[src/rtl/sonata_usb_fifo_regs.sv]
// sonata_usb_fifo_regs
// Register slave behind the USB register front-end, usb_clk domain only.
// Holds ID / CTRL / STATUS / COUNT registers and a byte FIFO that an
// on-chip producer fills and the host drains through FIFO_DATA.
//
// Ports:
//   usb_clk      sole clock
//   rst          asynchronous active-high reset
//   reg_address  register select (upper address bits)
//   reg_bytecnt  byte within the selected register
//   reg_datao    host write data
//   reg_read     host read strobe (level)
//   reg_write    host write strobe (level)
//   reg_datai    registered read data (1-cycle latency)
//   in_data      producer byte
//   in_valid     producer byte strobe, no back-pressure
//   capture_en   registered copy of CTRL.enable for the producer
module sonata_usb_fifo_regs #(
    parameter int          pADDR_WIDTH   = 21,
    parameter int          pBYTECNT_SIZE = 7,
    parameter int          pFIFO_AW      = 9,
    parameter logic [31:0] pID           = 32'h534F_4E31
) (
    input  logic                                 usb_clk,
    input  logic                                 rst,
    input  logic [pADDR_WIDTH-pBYTECNT_SIZE-1:0] reg_address,
    input  logic [pBYTECNT_SIZE-1:0]             reg_bytecnt,
    input  logic [7:0]                           reg_datao,
    input  logic                                 reg_read,
    input  logic                                 reg_write,
    output logic [7:0]                           reg_datai,
    input  logic [7:0]                           in_data,
    input  logic                                 in_valid,
    output logic                                 capture_en
);

    localparam int RA_W  = pADDR_WIDTH - pBYTECNT_SIZE;
    localparam int DEPTH = 1 << pFIFO_AW;

    localparam logic [RA_W-1:0] A_ID    = RA_W'(0);
    localparam logic [RA_W-1:0] A_CTRL  = RA_W'(1);
    localparam logic [RA_W-1:0] A_STAT  = RA_W'(2);
    localparam logic [RA_W-1:0] A_COUNT = RA_W'(3);
    localparam logic [RA_W-1:0] A_FIFO  = RA_W'(4);
    localparam logic [RA_W-1:0] A_FLG   = RA_W'(5);

    localparam logic [pBYTECNT_SIZE-1:0] B0 = pBYTECNT_SIZE'(0);
    localparam logic [pBYTECNT_SIZE-1:0] B1 = pBYTECNT_SIZE'(1);
    localparam logic [pBYTECNT_SIZE-1:0] B2 = pBYTECNT_SIZE'(2);
    localparam logic [pBYTECNT_SIZE-1:0] B3 = pBYTECNT_SIZE'(3);

    localparam logic [pFIFO_AW:0]   CNT_ZERO = {(pFIFO_AW+1){1'b0}};
    localparam logic [pFIFO_AW:0]   CNT_ONE  = {{pFIFO_AW{1'b0}}, 1'b1};
    localparam logic [pFIFO_AW:0]   CNT_FULL = {1'b1, {pFIFO_AW{1'b0}}};
    localparam logic [pFIFO_AW-1:0] PTR_ZERO = {pFIFO_AW{1'b0}};
    localparam logic [pFIFO_AW-1:0] PTR_ONE  = {{(pFIFO_AW-1){1'b0}}, 1'b1};

    logic [7:0] mem_r [DEPTH];

    logic [pFIFO_AW-1:0] rd_ptr_q, rd_ptr_d;
    logic [pFIFO_AW-1:0] wr_ptr_q, wr_ptr_d;
    logic [pFIFO_AW:0]   count_q,  count_d;
    logic                enable_q, enable_d;
    logic                ovf_q,    ovf_d;
    logic                unf_q,    unf_d;
    logic                armed_q,  armed_d;
    logic                read_q,   write_q;
    logic [7:0]          head_q,   head_d;
    logic [7:0]          datai_q,  datai_d;

    logic        empty_s, full_s;
    logic        rd_rise_s, rd_fall_s, wr_rise_s;
    logic        ctrl_sel_s, flg_sel_s, flush_s;
    logic        pop_req_s, pop_s, push_s, in_try_s;
    logic        ovf_set_s, unf_set_s;
    logic [15:0] cnt_ext_s;
    logic        unused_s;

    assign empty_s    = (count_q == CNT_ZERO);
    assign full_s     = (count_q == CNT_FULL);
    assign rd_rise_s  = reg_read & ~read_q;
    assign rd_fall_s  = ~reg_read & read_q;
    assign wr_rise_s  = reg_write & ~write_q;
    assign ctrl_sel_s = (reg_address == A_CTRL) && (reg_bytecnt == B0);
    assign flg_sel_s  = (reg_address == A_FLG) && (reg_bytecnt == B0);
    assign flush_s    = wr_rise_s & ctrl_sel_s & reg_datao[1];
    // armed_q records that this strobe started on FIFO_DATA; one pop per strobe
    assign pop_req_s  = rd_fall_s & armed_q;
    assign pop_s      = pop_req_s & ~empty_s & ~flush_s;
    assign in_try_s   = in_valid & enable_q;
    // a same-cycle pop frees a slot, so a push into a full FIFO is accepted
    assign push_s     = in_try_s & (~full_s | pop_s) & ~flush_s;
    assign ovf_set_s  = in_try_s & full_s & ~pop_s;
    assign unf_set_s  = pop_req_s & empty_s;
    assign cnt_ext_s  = 16'(count_q);
    assign unused_s   = ^{reg_datao[7:2]};

    assign reg_datai  = datai_q;
    assign capture_en = enable_q;

    // Pointer/count next state; flush overrides any push or pop
    always_comb begin
        rd_ptr_d = rd_ptr_q;
        wr_ptr_d = wr_ptr_q;
        count_d  = count_q;
        if (flush_s) begin
            rd_ptr_d = PTR_ZERO;
            wr_ptr_d = PTR_ZERO;
            count_d  = CNT_ZERO;
        end else begin
            if (push_s) begin
                wr_ptr_d = wr_ptr_q + PTR_ONE;
            end else begin
                wr_ptr_d = wr_ptr_q;
            end
            if (pop_s) begin
                rd_ptr_d = rd_ptr_q + PTR_ONE;
            end else begin
                rd_ptr_d = rd_ptr_q;
            end
            case ({push_s, pop_s})
                2'b10:   count_d = count_q + CNT_ONE;
                2'b01:   count_d = count_q - CNT_ONE;
                default: count_d = count_q;
            endcase
        end
    end

    // Control, flags and read-strobe tracking; a flag set beats a same-cycle clear
    always_comb begin
        enable_d = enable_q;
        ovf_d    = ovf_q;
        unf_d    = unf_q;
        armed_d  = armed_q;
        if (reg_write && ctrl_sel_s) begin
            enable_d = reg_datao[0];
        end else begin
            enable_d = enable_q;
        end
        if (ovf_set_s) begin
            ovf_d = 1'b1;
        end else if (reg_write && flg_sel_s && reg_datao[0]) begin
            ovf_d = 1'b0;
        end else begin
            ovf_d = ovf_q;
        end
        if (unf_set_s) begin
            unf_d = 1'b1;
        end else if (reg_write && flg_sel_s && reg_datao[1]) begin
            unf_d = 1'b0;
        end else begin
            unf_d = unf_q;
        end
        if (rd_rise_s) begin
            armed_d = (reg_address == A_FIFO);
        end else if (rd_fall_s) begin
            armed_d = 1'b0;
        end else begin
            armed_d = armed_q;
        end
    end

    // Head re-fetch from the next read pointer; bypass a push into an empty slot
    always_comb begin
        head_d = mem_r[rd_ptr_d];
        if (push_s && (wr_ptr_q == rd_ptr_d)) begin
            head_d = in_data;
        end else begin
            head_d = mem_r[rd_ptr_d];
        end
    end

    // Read-data mux, registered every cycle
    always_comb begin
        datai_d = 8'h00;
        case (reg_address)
            A_ID: begin
                case (reg_bytecnt)
                    B0:      datai_d = pID[7:0];
                    B1:      datai_d = pID[15:8];
                    B2:      datai_d = pID[23:16];
                    B3:      datai_d = pID[31:24];
                    default: datai_d = 8'h00;
                endcase
            end
            A_CTRL: begin
                if (reg_bytecnt == B0) begin
                    datai_d = {7'b0000000, enable_q};
                end else begin
                    datai_d = 8'h00;
                end
            end
            A_STAT: begin
                if (reg_bytecnt == B0) begin
                    datai_d = {4'b0000, unf_q, ovf_q, full_s, empty_s};
                end else begin
                    datai_d = 8'h00;
                end
            end
            A_COUNT: begin
                case (reg_bytecnt)
                    B0:      datai_d = cnt_ext_s[7:0];
                    B1:      datai_d = cnt_ext_s[15:8];
                    default: datai_d = 8'h00;
                endcase
            end
            A_FIFO: begin
                if ((reg_bytecnt == B0) && !empty_s) begin
                    datai_d = head_q;
                end else begin
                    datai_d = 8'h00;
                end
            end
            default: datai_d = 8'h00;
        endcase
    end

    // FIFO storage write port (no reset so it maps onto RAM)
    always_ff @(posedge usb_clk) begin
        if (push_s) begin
            mem_r[wr_ptr_q] <= in_data;
        end
    end

    // State registers; strobe history resets high so a strobe held across
    // reset release is not mistaken for a new one
    always_ff @(posedge usb_clk or posedge rst) begin
        if (rst) begin
            rd_ptr_q <= PTR_ZERO;
            wr_ptr_q <= PTR_ZERO;
            count_q  <= CNT_ZERO;
            enable_q <= 1'b0;
            ovf_q    <= 1'b0;
            unf_q    <= 1'b0;
            armed_q  <= 1'b0;
            read_q   <= 1'b1;
            write_q  <= 1'b1;
            head_q   <= 8'h00;
            datai_q  <= 8'h00;
        end else begin
            rd_ptr_q <= rd_ptr_d;
            wr_ptr_q <= wr_ptr_d;
            count_q  <= count_d;
            enable_q <= enable_d;
            ovf_q    <= ovf_d;
            unf_q    <= unf_d;
            armed_q  <= armed_d;
            read_q   <= reg_read;
            write_q  <= reg_write;
            head_q   <= head_d;
            datai_q  <= datai_d;
        end
    end

endmodule
[config.mk]
export PLATFORM = sky130hd
export DESIGN_NAME = sonata_usb_fifo_regs
export DESIGN_NICKNAME = d
export VERILOG_FILES = /design/src/rtl/sonata_usb_fifo_regs.sv
export SDC_FILE = /design/constraint.sdc
export NUM_CORES = 2
export LEC_CHECK = 0
export BUFFER_PORTS_ARGS = -buffer_cell sky130_fd_sc_hd__buf_2
export CAP_MARGIN = 0
export CORE_MARGIN = 1.5
export CORE_UTILIZATION = 40
export DETAILED_ROUTE_END_ITERATION = 12
export PLACE_DENSITY = 0.51
export SLEW_MARGIN = 20
export SYNTH_ARGS = -nofsm -noshare
export SYNTH_HDL_FRONTEND = slang
export SYNTH_SLANG_ARGS = --single-unit
[constraint.sdc]
create_clock -name usb_clk -period 4.93 [get_ports usb_clk]
set_input_delay 0.986 -clock usb_clk [delete_from_list [all_inputs] [get_ports usb_clk]]
set_output_delay 0.986 -clock usb_clk [all_outputs]
set_load 0.1 [all_outputs]
Yosys cells after proc, flatten, opt, wreduce, memory -nomap -nowiden --
Memory sizes are Yosys's and may differ from the RTL's. A register that Yosys moved wholly into a read port is not among the register bits. Cells that the tools add are included.
Word-level totals: logic and storage cells 84, register bits after elaboration 42, memory bits (writable) 4096, output and inout port bits 9, memories 1
Memories:
- mem_r | words 512, bits a word 8, rd ports 1, clocked after Yosys merged registers in 1, wr ports 1, line 58 | logic [7:0] mem_r [DEPTH];
Cells by class: bitwise operators 22, equal/unequal tests 11, add/sub/neg operators 4, reductions and logical operators 16, muxes and demuxes 20
Operator list (number):
- 8-bit case mux with 5 select lines | 1
- 9-bit 2-to-1 mux | 4
- 14-bit by 2-bit == test with 1-bit output, second input constant | 2
- 14-bit by 3-bit == test with 1-bit output, second input constant | 2
- 7-bit case mux with 4 select lines | 1
- 10-bit case mux with 2 select lines | 1
- 9-bit by 1-bit adder with 9-bit output, second input constant | 2
- 8-bit case mux with 2 select lines | 1
- 1-bit AND | 14
- 14-bit by 1-bit == test with 1-bit output, second input constant | 1
- 7-bit by 2-bit == test with 1-bit output, second input constant | 2
- 14-bit zero test | 1
- 10-bit by 1-bit adder with 10-bit output, second input constant | 1
- 10-bit == test, second input constant | 1
- 10-bit zero test | 1
- 10-bit 2-to-1 mux | 1
- 10-bit by 1-bit subtractor with 10-bit output, second input constant | 1
- 1-bit 2-to-1 mux | 9
- 8-bit 2-to-1 mux | 1
- 2-bit nonzero test | 4
- 7-bit by 1-bit == test with 1-bit output, second input constant | 1
- 1-bit logical AND | 7
- 7-bit zero test | 1
- 1-bit NOT | 7
- 6 further kinds | 6

Logic depth before layout (Yosys ltp) --
depth in word-level cells 12, gate-level depth with buffers 20

Worst setup path before layout --
OpenSTA, ideal clock, no wires.
path type input to register, start point input reg_bytecnt[3], end point register head_q[7] (read register of mem_r), slack 635 ps, library setup time 130 ps, buffers on the path 5, stages 17, data arrival time 4164 ps, cells stage by stage nor4_1 > nand4_1 > or2_2 > buf_2 > nand3_1 > buf_2 > buf_2 > buf_1 > buf_2 > nor3_1 > a211oi_1 > o21ai_0 > o211ai_1 > o211ai_1 > o211a_1 > a211oi_1 > nor3_1
Between the ends: longest elaborated chain between the ends 8
RTL lines:
- start: declaration | line 27 | input logic [pBYTECNT_SIZE-1:0] reg_bytecnt,
- 7-bit zero test (*) | line 84 | assign ctrl_sel_s = (reg_address == A_CTRL) && (reg_bytecnt == B0);
- 1-bit logical AND (*) | line 84
- 1-bit AND (*) (2 in series) | line 86 | assign flush_s = wr_rise_s & ctrl_sel_s & reg_datao[1];
- 1-bit NOT | line 89 | assign pop_s = pop_req_s & ~empty_s & ~flush_s;
- 1-bit AND | line 89
- 9-bit 2-to-1 mux | line 116 | if (pop_s) begin
- 9-bit 2-to-1 mux (*) | line 106 | if (flush_s) begin
- end: declaration | line 68 | logic [7:0] head_q, head_d;
Every way passes the cells marked *; elsewhere a longest branch is shown, timed or not. A chain may end at the register's enable or synchronous reset.

Worst setup path in the final report --
start point register count_q[6], end point register head_q[7] (read register of mem_r)
Between the ends: longest elaborated chain between the ends 6
RTL lines:
- start: declaration | line 62 | logic [pFIFO_AW:0] count_q, count_d;
- start signal: assignment | line 243 | count_q <= count_d;
- 10-bit zero test | line 79 | assign empty_s = (count_q == CNT_ZERO);
- 1-bit NOT | line 89
- 1-bit AND (2 in series) | line 89
- 9-bit 2-to-1 mux | line 116
- 9-bit 2-to-1 mux | line 106
No other way between the ends.

==> summary.txt <==
Synth
  – Dominant combinational cell family by area after synthesis: simple AND/OR/NAND/NOR gates
  – Biggest area consumer among synthesized cells: sky130_fd_sc_hd__edfxtp_1
  – Syn avg cell area: 13.8 um2
  – Simple-gate share of the synthesized area: 0.124
  – Synth Flop Type: sky130_fd_sc_hd__edfxtp_1
  – Area contributors post-synth: sky130_fd_sc_hd__edfxtp_1, sky130_fd_sc_hd__nor3_1, sky130_fd_sc_hd__mux2i_1
  – XOR/XNOR share of the synthesized area: 0.00115
  – Yosys warns: 0
  – Number of enable flip-flop cells after synthesis: 4,096
  – Seq/Total Area, Yosys: 0.742
  – Multiplexer share of the synthesized area: 0.0351
  – Mapped Nets: 12,200
  – Top post-synthesis cells by count: sky130_fd_sc_hd__edfxtp_1, sky130_fd_sc_hd__nor3_1, sky130_fd_sc_hd__nor2_1
  – Area fraction in compound gates after synthesis: 0.0718
  – Post-Syn Instances: 12,100
  – Most common cell in the netlist: sky130_fd_sc_hd__edfxtp_1
  – Adder-Cell Fraction of Synth Area: 0.000672
  – Cell area after synthesis: 0.168 mm2
  – Flop and latch count out of synthesis: 4,146
  – Number of distinct standard cells referenced by the synthesized netlist: 87
  – Area share of the leading cell type in the synthesized netlist: 0.734
  – Post-synth ARST share: 0.0121

Timing
  – Fin Hold WS: 0.247 ns
  – Worst Clk Skew: 0.0992 ns
  – Relative max-transition margin: 0.213
  – Count of final max-slew check failures: 0
  – Final setup violation count: 1
  – Final hold violation count: 0
  – Min Clock Period, post-route: 4.94 ns
  – Actual slew at the worst max-slew pin: 1.18 ns
  – Setup repair after global routing missed its margin: no
  – Post-route fraction of the period consumed by the critical path: 1.00
  – Worst setup margin: -0.00909 ns
  – Max Fclk: 202 MHz

Job
  – Number of violations of the max-capacitance limit: 0

Global route
  – Number of global-route vias before repair: 111,000
  – Total global-route track usage: 0.273
  – Leftover overflow at the end of global routing: 0
  – Pin count of the biggest net entering global routing: 152
  – Global-route wire length before repair: 838,000 um
  – Antenna violations before repair: 36

Min path
  – Launch instance of the worst min-delay path: reg_read
  – Worst hold path depth: 2
  – WHS Endpoint: read_q$_DFF_PP1_
  – Type of the tightest min-delay check: in2reg

Drt
  – Via density: 5.93
  – Overall via count from detail_route: 114,000
  – Wire length on met3: 49,800 um
  – First-pass detailed-route iteration total: 8
  – Detailed-routed wire length on met2: 278,000 um
  – DR iter-0 viols: 14,100
  – DRC violation count after routing: 0
  – Top metal layer carrying routed signals: met5
  – Met1 routed wirelength after detailed routing: 243,000 um
  – Routed len/inst: 30.8 um
  – Wirelength, routed: 593,000 um
  – Remaining number of nets flagged by the antenna check after routing: 0

Setup path
  – Critical path buffers and inverters: 5
  – CP endpoint kind: register
  – Reg2Reg Depth: 17
  – Critical path cell sequence: or4_4, or4_4, nand3_4, buf_6, buf_12, buf_4, mux2i_1, o22ai_1, nor4_2, buf_4, a211oi_1, a31oi_1, a22o_1, o21ai_4, o21ai_0, buf_4, nor3_1
  – Gate family responsible for the most delay along the worst path: compound AO/OA/AOI/OAI gates
  – Dominant cell type by count on the critical path: sky130_fd_sc_hd__buf_4
  – Largest fanout on the critical path: 36
  – Required time of the worst setup path: 5.86 ns
  – Data arrival time of the critical path: 5.87 ns
  – Category of the critical setup timing path: reg2reg
  – Worst reg2reg setup slack: -0.009 ns
  – Startpoint of the worst register-to-register path: count_q[6]$_DFFE_PP0P_
  – Slowest cell delay on critical path: 0.55 ns
  – Slowest stage cell on the critical path: sky130_fd_sc_hd__or4_4
  – Destination of the worst register-to-register timing path: head_q[7]$_DFF_PP0_
  – Critical Path Start Type: register

Clock tree
  – Latest clock arrival within the worst-skew pair: 1.02 ns
  – Clock-pin slew on the worst setup and hold paths: 0.06 ns
  – Number of clock buffers inserted by TritonCTS: 439
  – CTS sink cnt: 4,146
  – Htree depth: 5
  – Worst-case clock buffer depth: 4
  – CTS root buffer: sky130_fd_sc_hd__clkbuf_16
  – TritonCTS clock tree: done

Final layout
  – Cell area after layout: 0.202 mm2
  – Final Instance Count excl. Fillers: 19,200
  – Share of layout cells above drive strength 1: 0.183
  – Area added between synthesis and finish: 20.5%
  – Total number of nets in the final design: 13,400

Die
  – Number of core rows: 237
  – Initial standard-cell utilization of the core: 0.402
  – IO Pins: 51
  – Die width: 650 um
  – Overall die area: 0.423 mm2
  – Standard cell core area: 0.417 mm2
  – Die span in y: 650 um

Place
  – Routability congestion estimate: 0.907
  – Cell Count Post-Placement: 18,400
  – HPWL after detailed placement: 386,000 um
  – Post-place setup slack: -1.23 ns
  – Number of buffers added on ports: 44
  – Cell area after placement: 0.187 mm2

Run status
  – Status: complete, but fails checks
  – Violated checks: setup timing

Pwr
  – Leakage power: 66.9 nW
  – Power density over cell area: 356 mW/mm2
  – PnR Total Power: 0.0718 W
  – Maximum vdd drop: 0.294 mV
## cells in the final DEF (no fill, tap or decap), drive strengths merged, types with 50 or more instances in the layout
master  synthesis  routed
or4            87      87
nand2         862     862
buf           505    1734
o211ai        169     169
a211oi         87      87
clkbuf        456     559
mux2           50      50
edfxtp       4096    4096
nand3         267     267
clkinv          2     191
or3           355     355
nor2         1226    1226
a21oi         535     535
mux2i         529     529
o21ai         534     534
o22ai         249     249
nor4          242     242
nor3         1301    1301
a31oi          70      70
## flip-flops by register name, indices dropped and copies added (netlist names)
signal      flops
unf_q           1
count_q        10
rd_ptr_q        9
mem_r        4096
head_q          8
ovf_q           1
armed_q         1
read_q          1
capture_en      1
reg_datai       8
wr_ptr_q        9
write_q         1
## how the worst max path moves through the flow
stage,startpoint,endpoint,cells past startpoint
2_1_floorplan,reg_bytecnt[3],head_q[7]$_DFF_PP0_,17
3_3_place_gp,reg_address[3],head_q[2]$_DFF_PP0_,20
3_5_place_dp,reg_address[3],head_q[2]$_DFF_PP0_,20
4_1_cts,count_q[1]$_DFFE_PP0P_,head_q[7]$_DFF_PP0_,21
5_1_grt,count_q[6]$_DFFE_PP0P_,head_q[0]$_DFF_PP0_,18
6_report,count_q[6]$_DFFE_PP0P_,head_q[7]$_DFF_PP0_,17
## logic make-up (layout without fill, tap and decap cells)
logic type	after synthesis	in the layout
flip-flops	4146	4146
multiplexers	580	580
AO/OA/AOI/OAI	1968	1968
adder cells (fa/ha/maj)	9	9
other	0	8
AND/OR/NAND/NOR	4439	4439
XOR/XNOR	22	22
buffers and inverters	983	2571
## where the power goes
part | total [W] | switching [W] | internal [W]
Sequential | 0.0387 | 0.000000685 | 0.0387
Clock | 0.0323 | 0.0141 | 0.0182
Combinational | 0.000811 | 0.000706 | 0.000104
## through the flow
stage	util	setup TNS, ns
after floorplan	-	0
after global placement	0.449	-9.26
after detailed placement	0.449	-8.40
after CTS	0.483	0
after global routing	0.484	0
final	0.484	-0.00909
## area by class of cell
class	count	area (um2)
clock buffer	558	11500
clock inverter	253	2300
fill	36000	215000
timing repair buffer	1738	16900
inverter	22	115
sequential	4146	124000
antenna	8	20.0
multi-input combinational	7018	39800
tap	5497	6880
## routing by layer
metal	vias to the layer above	GRT usage
li1	49100	-
met1	58500	0.377
met2	5515	0.441
met3	933	0.0432
met4	8	0.0926
met5	-	0
## timing repair
action / CTS / global route
buffers inserted: 9 / 2
endpoints found under the setup margin: 8 / 8
hold endpoints to repair: 13 / 0
hold buffers: 1 / 0
cloned: 2 / 1
pin swaps: 9 / 11
resized for setup: 46 / 51
## worst register-to-register path, delay by kind of cell, from the launching register on
kind,cells,cell delay [ns]
multiplexers,1,0.18
buffers and inverters,5,1.25
flip-flops,1,0.39
AND/OR/NAND/NOR,5,1.47
AO/OA/AOI/OAI,6,1.56
Power figures use the tool's default switching activity.
